## src/rtl/rf_scoreboard.sv

```systemverilog
// rf_scoreboard
//   Parametrised register file with a pending-write scoreboard, used between
//   decode and writeback. Decode marks a destination pending at issue and
//   writeback clears it. Hazard logic reads the per-operand pending flags and
//   the outstanding-write count straight from this block.
//
// Parameters
//   DATA_W    register width in bits
//   ADDR_W    address width; the file holds 2**ADDR_W entries
//   ZERO_REG  1: entry 0 always reads 0, ignores writes, is never pending
//
// Ports
//   clk            rising-edge clock for all state
//   rst            synchronous active-high reset: clears data, pending bits, count
//   RegWrite       writeback enable
//   RD_Address     writeback destination
//   RDdata         writeback data (also bypassed to the read ports)
//   Issue_Valid    decode issues an instruction that writes Issue_Address
//   Issue_Address  destination to mark pending
//   RS_Address     read port A address
//   RT_Address     read port B address
//   RSdata/RTdata  combinational read data
//   RS_Pending     port A register has an outstanding write
//   RT_Pending     port B register has an outstanding write
//   Pending_Count  registered number of set pending bits
module rf_scoreboard #(
  parameter int DATA_W   = 32,
  parameter int ADDR_W   = 5,
  parameter bit ZERO_REG = 1'b1
) (
  input  logic              clk,
  input  logic              rst,
  input  logic              RegWrite,
  input  logic [ADDR_W-1:0] RD_Address,
  input  logic [DATA_W-1:0] RDdata,
  input  logic              Issue_Valid,
  input  logic [ADDR_W-1:0] Issue_Address,
  input  logic [ADDR_W-1:0] RS_Address,
  input  logic [ADDR_W-1:0] RT_Address,
  output logic [DATA_W-1:0] RSdata,
  output logic [DATA_W-1:0] RTdata,
  output logic              RS_Pending,
  output logic              RT_Pending,
  output logic [ADDR_W:0]   Pending_Count
);

  localparam int DEPTH = 2 ** ADDR_W;
  localparam int CNT_W = ADDR_W + 1;

  logic [DATA_W-1:0] data_q [DEPTH];
  logic [DEPTH-1:0]  pend_q, pend_d;
  logic [CNT_W-1:0]  count_q, count_d;

  logic we_ok, iss_ok;
  logic set_evt, clr_evt;

  // Entry 0 is read-only (and never pending) when the zero register is enabled.
  function automatic logic writable(input logic [ADDR_W-1:0] a);
    return !(ZERO_REG && (a == '0));
  endfunction

  assign we_ok  = RegWrite    && writable(RD_Address);
  assign iss_ok = Issue_Valid && writable(Issue_Address);

  // Next-state of the scoreboard. The issue mark is applied after the
  // writeback clear so that a same-address issue wins: the newer producer is
  // still outstanding.
  always_comb begin
    pend_d = pend_q;
    if (we_ok)  pend_d[RD_Address]    = 1'b0;
    if (iss_ok) pend_d[Issue_Address] = 1'b1;

    // The count tracks only real bit transitions: re-issuing a pending
    // register or writing a non-pending one leaves it unchanged.
    set_evt = iss_ok && !pend_q[Issue_Address];
    clr_evt = we_ok && pend_q[RD_Address] &&
              !(iss_ok && (Issue_Address == RD_Address));
    count_d = count_q + CNT_W'(set_evt) - CNT_W'(clr_evt);
  end

  // NOTE: the data array is cleared by reset because reset-to-zero register
  // contents are architecturally visible here; this forces it into flops
  // rather than a RAM macro.
  always_ff @(posedge clk) begin
    if (rst) begin
      for (int i = 0; i < DEPTH; i++) data_q[i] <= '0;
      pend_q  <= '0;
      count_q <= '0;
    end else begin
      if (we_ok) data_q[RD_Address] <= RDdata;
      pend_q  <= pend_d;
      count_q <= count_d;
    end
  end

  // Read ports: zero register first, then write-through bypass, then storage.
  // The bypass is purely combinational, so it also applies during reset.
  assign RSdata = !writable(RS_Address)                     ? '0     :
                  (RegWrite && (RD_Address == RS_Address))  ? RDdata :
                                                              data_q[RS_Address];
  assign RTdata = !writable(RT_Address)                     ? '0     :
                  (RegWrite && (RD_Address == RT_Address))  ? RDdata :
                                                              data_q[RT_Address];

  // A pending flag is hidden while the register is being written back this
  // cycle, unless the same register is also being re-issued.
  assign RS_Pending = writable(RS_Address) && pend_q[RS_Address] &&
                      !(RegWrite && (RD_Address == RS_Address) &&
                        !(Issue_Valid && (Issue_Address == RS_Address)));
  assign RT_Pending = writable(RT_Address) && pend_q[RT_Address] &&
                      !(RegWrite && (RD_Address == RT_Address) &&
                        !(Issue_Valid && (Issue_Address == RT_Address)));

  assign Pending_Count = count_q;

endmodule

```

## config.mk

```make
export PLATFORM = sky130hd
export DESIGN_NAME = rf_scoreboard
export DESIGN_NICKNAME = d
export VERILOG_FILES = /design/src/rtl/rf_scoreboard.sv
export SDC_FILE = /design/constraint.sdc
export NUM_CORES = 2
export LEC_CHECK = 0
export CORE_UTILIZATION = 40
export CTS_BUF_LIST = sky130_fd_sc_hd__clkbuf_4
export CTS_CLUSTER_SIZE = 16
export DETAILED_ROUTE_END_ITERATION = 7
export PLACE_DENSITY = 0.56
export RECOVER_POWER = 50
export SYNTH_ARGS = -nofsm -noshare
export SYNTH_HDL_FRONTEND = slang
export SYNTH_SLANG_ARGS = --single-unit
export TNS_END_PERCENT = 10
```

## constraint.sdc

```tcl
create_clock -name clk -period 3.6 [get_ports clk]
set_input_delay 0.54 -clock clk [delete_from_list [all_inputs] [get_ports clk]]
set_output_delay 0.54 -clock clk [all_outputs]
set_load 0.01 [all_outputs]
```

; Word-level counts from Yosys, hierarchy flattened
; Memory sizes are Yosys's and may differ from the RTL's.
; Cells that the tools add are included.
; Widths: inputs -> output; s select.
[classes]
addsub = 2
magnitude_cmp = 6
n_eq_ne = 5
n_mux = 26
bitwise = 3
n_reduce_logical = 33
[op_table]
columns = cell, n
row1 = $mux 32, 7
row2 = $and 32x32->32, 1
row3 = $not 32->32, 1
row4 = $or 32x32->32, 1
row5 = $reduce_or 32->1, 1
row6 = $eq 5x5->1, 5
row7 = $lt 5x6->1 const B, 4
row8 = $bmux 1 s5, 4
row9 = $logic_not 5->1, 4
row10 = $logic_and 1x1->1, 18
row11 = $mux 1, 12
row12 = $demux 1 s5, 2
row13 = $ge 5x1->1 const B, 2
row14 = $logic_not 1->1, 10
row15 = $add 6x1->6, 1
row16 = $sub 6x1->6, 1
row17 = $mux 5, 1
[totals]
reg_bits = 38
mem_bits_rw = 1024
output_inout_bits = 72
wordCells = 78
n_memories = 1
[mem_list]
columns = memory, depth, word_bits, read_ports, rd_ports_with_merged_regs, wr, line
row1 = data_q, 32, 32, 2, 0, 32, 50  ; logic [DATA_W-1:0] data_q [DEPTH];

; Depth between registers and ports, before layout
[depth]
depth_word = 9
ltp_mapped = 16
ltp_nobuf = 14

; Worst setup path after synthesis
; OpenSTA, ideal clock, no wires.
[synth_path]
kind = input to register
startpoint = in Issue_Address[1]
endpoint = reg count_q[5], in the netlist Pending_Count[5]
setup_time_ns = 0.121
t_arrival_ns = 3.451
slack_ns = 0.029
path_stages = 13
path_cell_list = clkbuf_1 mux4_2 mux4_2 nor2b_1 a211o_1 ha_1 inv_1 ha_1 a21o_1 a21oi_1 o21bai_1 a21oi_1 mux2_2
[synth_between]
elab_chain_len = 7
elab_cells_between_ends = 13
classes_between = add/sub: 2 / eq/ne: 1 / mux: 2 / reduce/logical: 8
[synth_rtl]
columns = element, line
row1 = "start, declared", 37  ; input logic [ADDR_W-1:0] Issue_Address,
row2 = branches (longest 6 deep; another with $add 6x1->6), -
row3 = $sub 6x1->6 *, 78  ; count_d = count_q + CNT_W'(set_evt) - CNT_W'(clr_evt);
row4 = "end signal, assigned", 92  ; count_q <= count_d;
row5 = "end, declared", 52  ; logic [CNT_W-1:0] count_q, count_d;
; Every way passes the cells marked *. The select of a mux whose other input is x is not followed.
; A chain may end at the register's enable or synchronous reset.

; Worst setup path in the final report
[layout_path]
startpoint = reg pend_q[23]
endpoint = out RT_Pending
[layout_between]
elab_chain_len = 4
[layout_rtl]
columns = element, line
row1 = "start, declared", 51  ; logic [DEPTH-1:0] pend_q, pend_d;
row2 = "start signal, assigned", 91  ; pend_q <= pend_d;
row3 = $bmux 1 s5, 110  ; assign RT_Pending = writable(RT_Address) && pend_q[RT_Address] &&
row4 = $mux 1 (not written as such), 110
row5 = $logic_and 1x1->1 (2 in a row), 110
row6 = "end, declared", 43  ; output logic RT_Pending,
; Every way passes these cells. The select of a mux whose other input is x is not followed.

==> flow_metrics.py <==
metrics = {
    "outcome": {
        "outcome": "finished, violations left",
        "violations": "capacitance limit, slew limit, setup timing",
    },
    "routing": {
        "wl_mm": 224.6,
        "viasPerCell": 6.137,
        "num_vias": 41490,
        "drt_iter0_drc": 5336,
        "route.detailed.drc": 0,
        "dr.pass1.iters": 6,
        "wl_per_cell_um": 33.22,
        "ant_nets": 0,
    },
    "grt": {
        "grt.overflow.total": 0,
        "grt_max_degree": 50,
        "grt_pass1_wl_mm": 312.1,
        "first_global_vias": 41320,
        "antenna_found_initial": 18,
        "grt_use_total_pct": 30.51,
    },
    "timing": {
        "fin_ws_ps": -194.4,
        "rsz0062_at_grt": "yes",
        "maxSlewHeadroom_pct": -53.78,
        "drv_slew": 411,
        "finalCritPeriodShare_pct": 105.4,
        "final_hold_viol_count": 0,
        "tightest_slew_ps": 2307,
        "timing.fmax_ghz": 0.2635,
        "setup_viol": 161,
        "fin_skew_ps": 103.2,
        "post-route-min-period_ps": 3794,
    },
    "floorplan": {
        "start_util_pct": 40.29,
        "ios": 128,
        "die_area_sq_um": 146100,
        "floorplan.core_area_sq_um": 143500,
        "num_rows": 139,
        "die-height_um": 382.2,
        "die_width_um": 382.2,
    },
    "worst_setup_path": {
        "cp_top_family": "multiplexers",
        "slowest_delay_ps": 470,
        "cp.arrival_ps": 3250,
        "start_kind": "flip-flop",
        "end_kind": "primary output",
        "critPathKind": "flip-flop to primary output",
        "cp_slowest_cell": "mux4_2",
        "path_max_fanout": 4,
        "cp_data_required_time_ps": 3060,
        "worstPathCellList": "buf_4, mux4_2, mux4_2, mux2i_1, a211oi_1, clkdlybuf4s15_1",
        "crit_buf_inv": 2,
        "crit_top_cell": "mux4_2",
    },
    "clock_tree": {
        "cts-root-buf": "clkbuf_4",
        "clock_sinks": 1062,
        "cts_tree": "yes",
        "htreeDepth": 5,
        "numCtsBuffers": 315,
        "worstSkewPairLatency_ps": 1300,
        "cts.clk_slew.worst_paths_ps": 50,
        "cts_buffer_depth": 4,
    },
    "layout": {
        "nets": 4708,
        "syn2layout_area_growth_pct": 20.99,
        "nFillCells": 12480,
        "drive_gt1_share_pct": 37.52,
    },
    "pwr": {
        "cellLeakagePower_nw": 24.90,
        "cellPowerDensity_nw_per_um2": 437.8,
        "totalPowerFinal_mw": 30.62,
        "ir_worst_vdd_mv": 0.2991,
    },
    "yosys": {
        "async_flop_share_pct": 0,
        "yosysWarnings": 0,
        "synth_cells": 4036,
        "ys_ff_latch": 1062,
        "yosysSeqAreaShare_pct": 54.50,
        "syn_area_sq_um": 57810,
        "synth-main-ff-cell": "edfxtp_1",
        "avgSynthCellArea_sq_um": 14.32,
        "synth_edf_count": 1024,
        "synth_cell_types": 59,
    },
    "place": {
        "hpwl_mm": 143.4,
        "gp_congestion": 0.9074,
        "port_buffers": 127,
        "place_ws_ps": -792.8,
    },
    "min_path": {
        "hold_class": "input port to flip-flop",
    },
    "run": {
        "maxCapViolations": 19,
    },
}
-- Yosys cell counts (11+ instances only) --
master    number  area share (%)
a21oi_1       46            0.40
mux2i_1      122             2.1
xnor2_1       18            0.27
clkbuf_1     285             1.9
inv_1         33            0.21
o22a_1        11            0.17
a22o_1        15            0.23
nor2_1       133            0.86
o221ai_1      23            0.35
buf_6         31            0.60
mux2_2        85             1.7
nor3_1        36            0.31
a32o_1        22            0.38
buf_2         65            0.56
a221o_1       24            0.42
edfxtp_1    1024              53
nand2b_1      13            0.14
o22ai_1      158             1.7
dfxtp_1       38             1.3
buf_1         15           0.097
nand3_1       20            0.17
a21o_1        27            0.35
a211oi_1      21            0.27
nor2b_1       25            0.27
a22oi_1       15            0.19
and2_1       999              11
a221oi_1      30            0.45
buf_4         23            0.30
nand2_1       49            0.32
mux4_2       454              18
o21ai_0       44            0.38
nand4_1       12            0.13
xor2_1        11            0.17
nor3b_1       13            0.17
-- per-layer routing --
metal,track usage [%],up-vias,routed length (um)
li1,-,16920,-
met1,41.36,21140,86250
met2,46.75,2849,101400
met3,6.600,576,25760
met4,14.33,6,11120
met5,0,-,33
-- through the flow --
| step | setup TNS (ps) | util, % | cell area [sq um] | hold slack, ps | std cells |
|---|---|---|---|---|---|
| 2_1_floorplan | 0 | - | 57930 | 470.3 | 4067 |
| 3_3_place_gp | -18680 | 45.89 | 65840 | 519.6 | 6234 |
| 3_5_place_dp | -18970 | 45.89 | 65840 | 504.9 | 6234 |
| 4_1_cts | -7826 | 48.96 | 70250 | 46.87 | 6748 |
| 5_1_grt | -10890 | 48.74 | 69940 | 89.04 | 6756 |
| 6_report | -7956 | 48.75 | 69950 | 148.4 | 6760 |
-- cells by family (layout without fill, tap and decap cells) --
group,Yosys count,after routing,synth area share [%]
AO/OA/AOI/OAI,466,466,5.698
other,1,46,0.006486
multiplexers,665,665,21.64
XOR/XNOR,29,29,0.4393
flip-flops,1062,1062,54.50
buffers and inverters,457,1233,3.744
AND/OR/NAND/NOR,1349,1349,13.81
adder cells (fa/ha/maj),7,7,0.1645
-- final timing paths --
path / start / to / slack [ps] / cells after the start
setup / recovery: pend_q[23] / RT_Pending / -190 / 6
hold / removal: RDdata[18] / data_q[19][18] / 150 / 2
setup reg to reg: pend_q[4] / Pending_Count[4] / 80 / 13
hold reg to reg: pend_q[11] / pend_q[11] / 510 / 2
-- layout by cell type (no fill, tap or decap), types with 42 or more instances in the layout --
cell type	netlist	routed
edfxtp_1	1024	1024
and2_1	999	907
mux4_2	454	454
clkbuf_4	1	453
buf_4	23	384
o22ai_1	158	116
mux2i_1	122	115
buf_12	0	108
nor2_1	133	93
and2_0	0	92
mux2_2	85	84
clkdlybuf4s50_1	0	53
clkinv_1	0	52
nand2_1	49	47
o21ai_0	44	42
-- state kept, by name (all words and copies together) (netlist names) --
register and count:
Pending_Count 6, data_q 1024, pend_q 32
-- timing repair --
item | 4_1_cts | 5_1_grt
pin swaps | 67 | 26
setup buffers | 3 | 1
hold buffers | 2 | 0
endpoints found under the setup margin | 66 | 64
hold endpoints to repair | 27 | 0
gates resized for setup | 358 | 60
-- power breakdown --
group	switching [mW]	total [mW]	internal, mW
sequential	0.350	14.6	14.3
combinational	2.72	4.90	2.18
clock	5.36	11.1	5.76
-- area by class of cell --
| cell class | count | area (sq um) | area share, % |
|---|---|---|---|
| Sequential cell | 1062 | 31510 | 45.05 |
| Multi-Input combinational cell | 2548 | 25700 | 36.74 |
| Timing Repair Buffer | 685 | 6534 | 9.341 |
| Clock buffer | 451 | 3386 | 4.840 |
| Tap cell | 1903 | 2381 | 3.404 |
| Clock inverter | 64 | 274.0 | 0.3917 |
| Inverter | 33 | 123.9 | 0.1771 |
| Antenna cell | 14 | 35.03 | 0.05008 |
No activity file was read; power rests on OpenSTA's default activity.
==> patch, RTL diff (same settings) <==
Change the parameter `ZERO_REG` from 1'b1 to 1'b0.
--- a/src/rtl/rf_scoreboard.sv
+++ b/src/rtl/rf_scoreboard.sv
@@ -26,7 +26,7 @@
 module rf_scoreboard #(
   parameter int DATA_W   = 32,
   parameter int ADDR_W   = 5,
-  parameter bit ZERO_REG = 1'b1
+  parameter bit ZERO_REG = 1'b0
 ) (
   input  logic              clk,
   input  logic              rst,
Function: not settled (the Yosys comparison gave no result); the edit may change what the design does.
==> patch against the unedited design <==
The flow still finishes with violations (max-capacitance violations, max-slew violations, negative setup slack). Critical path depth stayed put. Wire length is 2.9% higher. Die area is 4.7% higher. Hold slack better by 0.024 ns. Utilization is 0.10 points lower. Final area is 4.4% higher. Total power is 0.46% higher. Setup slack better by 0.057 ns. Sequential cell count stayed put. First-iteration DRC count is 3.6% lower. Area after synthesis is 4.8% higher. Via count is 8.1% higher. Highest routed layer is now met4.
==> patch: results (changes against the unedited design) <==
** Layout
- The final net count is 5527 (+17%).
- The flip-flop count of the largest register, all copies and words added is 1024 (unchanged).
- Util after Layout :: 48.6% (-0.10 points)
- Share of layout cells above drive strength 1 :: 26.8% (-11 points)
- Register bank with the most flops :: data_q
- The final-layout fill cell count came to 13400 (+7.5%).

** Synth
- The number of different library cells in the post-synthesis netlist was 52 (-12%).
- The commonest cells after synthesis are and2_1, mux2i_1, edfxtp_1.
- The number of instances in the synthesized netlist was 4792 (+19%).
- Fraction of registers with async set/reset :: 0% (unchanged)
- The number of nets handed over by synthesis was 4855.
- Warning count from the yosys run :: 0 (unchanged)
- Count of flip-flops with a built-in enable after synthesis :: 1024 (unchanged)
- Yosys attributes the largest share of cell area to edfxtp_1, mux2i_1, and2_1.
- Sequential-to-total area share from yosys stat :: 52.0% (-2.5 points)

** STA
- Final setup violation count :: 16 (-90%)
- The smallest setup slack after layout is -0.137 ns (+0.0569 ns).
- The number of pins with negative max-slew slack in the final report came to 261 (-36%).
- The clock skew after layout was 0.0288 ns (-0.0744 ns).
- The summed negative setup slack over all endpoints is -1.00 ns (+6.95 ns).
- The worst slew slack as a fraction of its limit is -41.9% (+12 points).

** Clocking
- The number of buffers between clock root and the deepest sink is 4 (unchanged).
- Depth of the CTS H-tree :: 5 (unchanged)
- The cell sitting at the root of the clock tree is a clkbuf_4.
- The total clock buffers created by CTS was 309 (-1.9%).
- Clock Latency Late Sink :: 1.29 ns
- Clock slew seen by the registers of the worst setup and hold paths :: 0.06 ns

** Critical path
- Arrival time at the worst endpoint :: 3.20 ns (-0.05 ns)
- CP max stage cell :: edfxtp_1
- Among cell families on the critical path, the largest total delay comes from compound AO/OA/AOI/OAI gates.
- Crit path max fanout :: 2 (-2)
- The delay of the slowest cell on the worst path is 0.37 ns (-0.10 ns).

** GRT
- Combined global-route utilization of all metal layers :: 29.9% (-0.61 points)
- The maximum number of pins on one net before global-route repair came to 38 (-24%).
- The global-route wire length before repair came to 327000 µm (+4.6%).
- The number of antenna violations at the first check in global routing came to 10 (-8).
- Via count of the first global-routing pass :: 44800 (+8.4%)

** Detailed routing
- Length of the first detailed-routing pass in iterations :: 8 (+2)
- The initial DRC count is 5142 (-3.6%).
- Average wire per cell in the routed design :: 30.1 µm (-9.3%)
- The total length of routed wires was 231000 µm (+2.9%).
- The detailed-route vias per instance came to 5.85 (-4.7%).

** Hold path
- In this run the worst hold path is classified as input port to register.

** Placement
- Placed cell areas :: 69000 µm² (+4.9%)
- Dpl ws :: -0.861 ns (-0.0685 ns)
- The post-placement cell count is 7149 (+15%).
- Port Buffer Count :: 127 (unchanged)
- The HPWL after detailed placement came to 153000 µm (+6.4%).
- Final weighted congestion in routability-driven placement :: 0.873 (-3.8%)

** Outcome
- Result of the run :: finished with violations
- The final reports fail on max-capacitance violations, max-slew violations, negative setup slack.

** Job
- MaxCap Viol Count :: 11 (-8)

** Pwr
- The largest vdd supply drop is 0.252 mV (-16%).
- The leakage component of the power came to 28.8 nW (+15%).
## patch: metal layers
metal	track usage [%]	part of all wire [%]	wire length, µm
met2	46.2	45	103000
met1	41.8	43	99300
met4	9.66	3.2	7360
met5	0	0	0
met3	6.08	9.3	21400
## patch: logic make-up after synthesis
group,after synthesis,synth area share [%]
buffers and inverters,539,5.06
flip-flops,1062,52.0
AND/OR/NAND/NOR,1242,12.2
adder cells (fa/ha/maj),7,0.157
AO/OA/AOI/OAI,852,11.9
multiplexers,1061,18.3
XOR/XNOR,29,0.419
## patch: cell type report
class	instances	share of cell area (%)
multi-input combinational	3194	37.6
clock inverter	78	0.499
inverter	41	0.211
sequential	1062	43.2
timing repair buffer	856	10.7
antenna	6	0.0206
tap	2016	3.45
clock buffer	418	4.30
## patch: worst paths after layout
path                      end  depth (start not counted)  slack (ns)          from
max                 RSdata[1]                          6       -0.14  data_q[3][1]
max reg2reg  Pending_Count[4]                         13        0.36    pend_q[27]
min reg2reg        pend_q[28]                          2        0.53    pend_q[28]
min            data_q[26][31]                          2        0.17    RDdata[31]
## patch: timing repair
| item | CTS | global route |
|---|---|---|
| endpoints found under the hold margin | 10 | 0 |
| setup buffers | 20 | 0 |
| pin swaps | 59 | 51 |
| setup endpoints to repair | 66 | 65 |
| gates cloned | 3 | 0 |
| hold buffers | 1 | 0 |
| gates resized for setup | 335 | 97 |
## patch: power by group
part,switching (mW),leakage (nW),internal (mW)
Combinational,3.11,16.6,2.23
Clock,5.35,2.11,5.47
Sequential,0.363,10.1,14.2
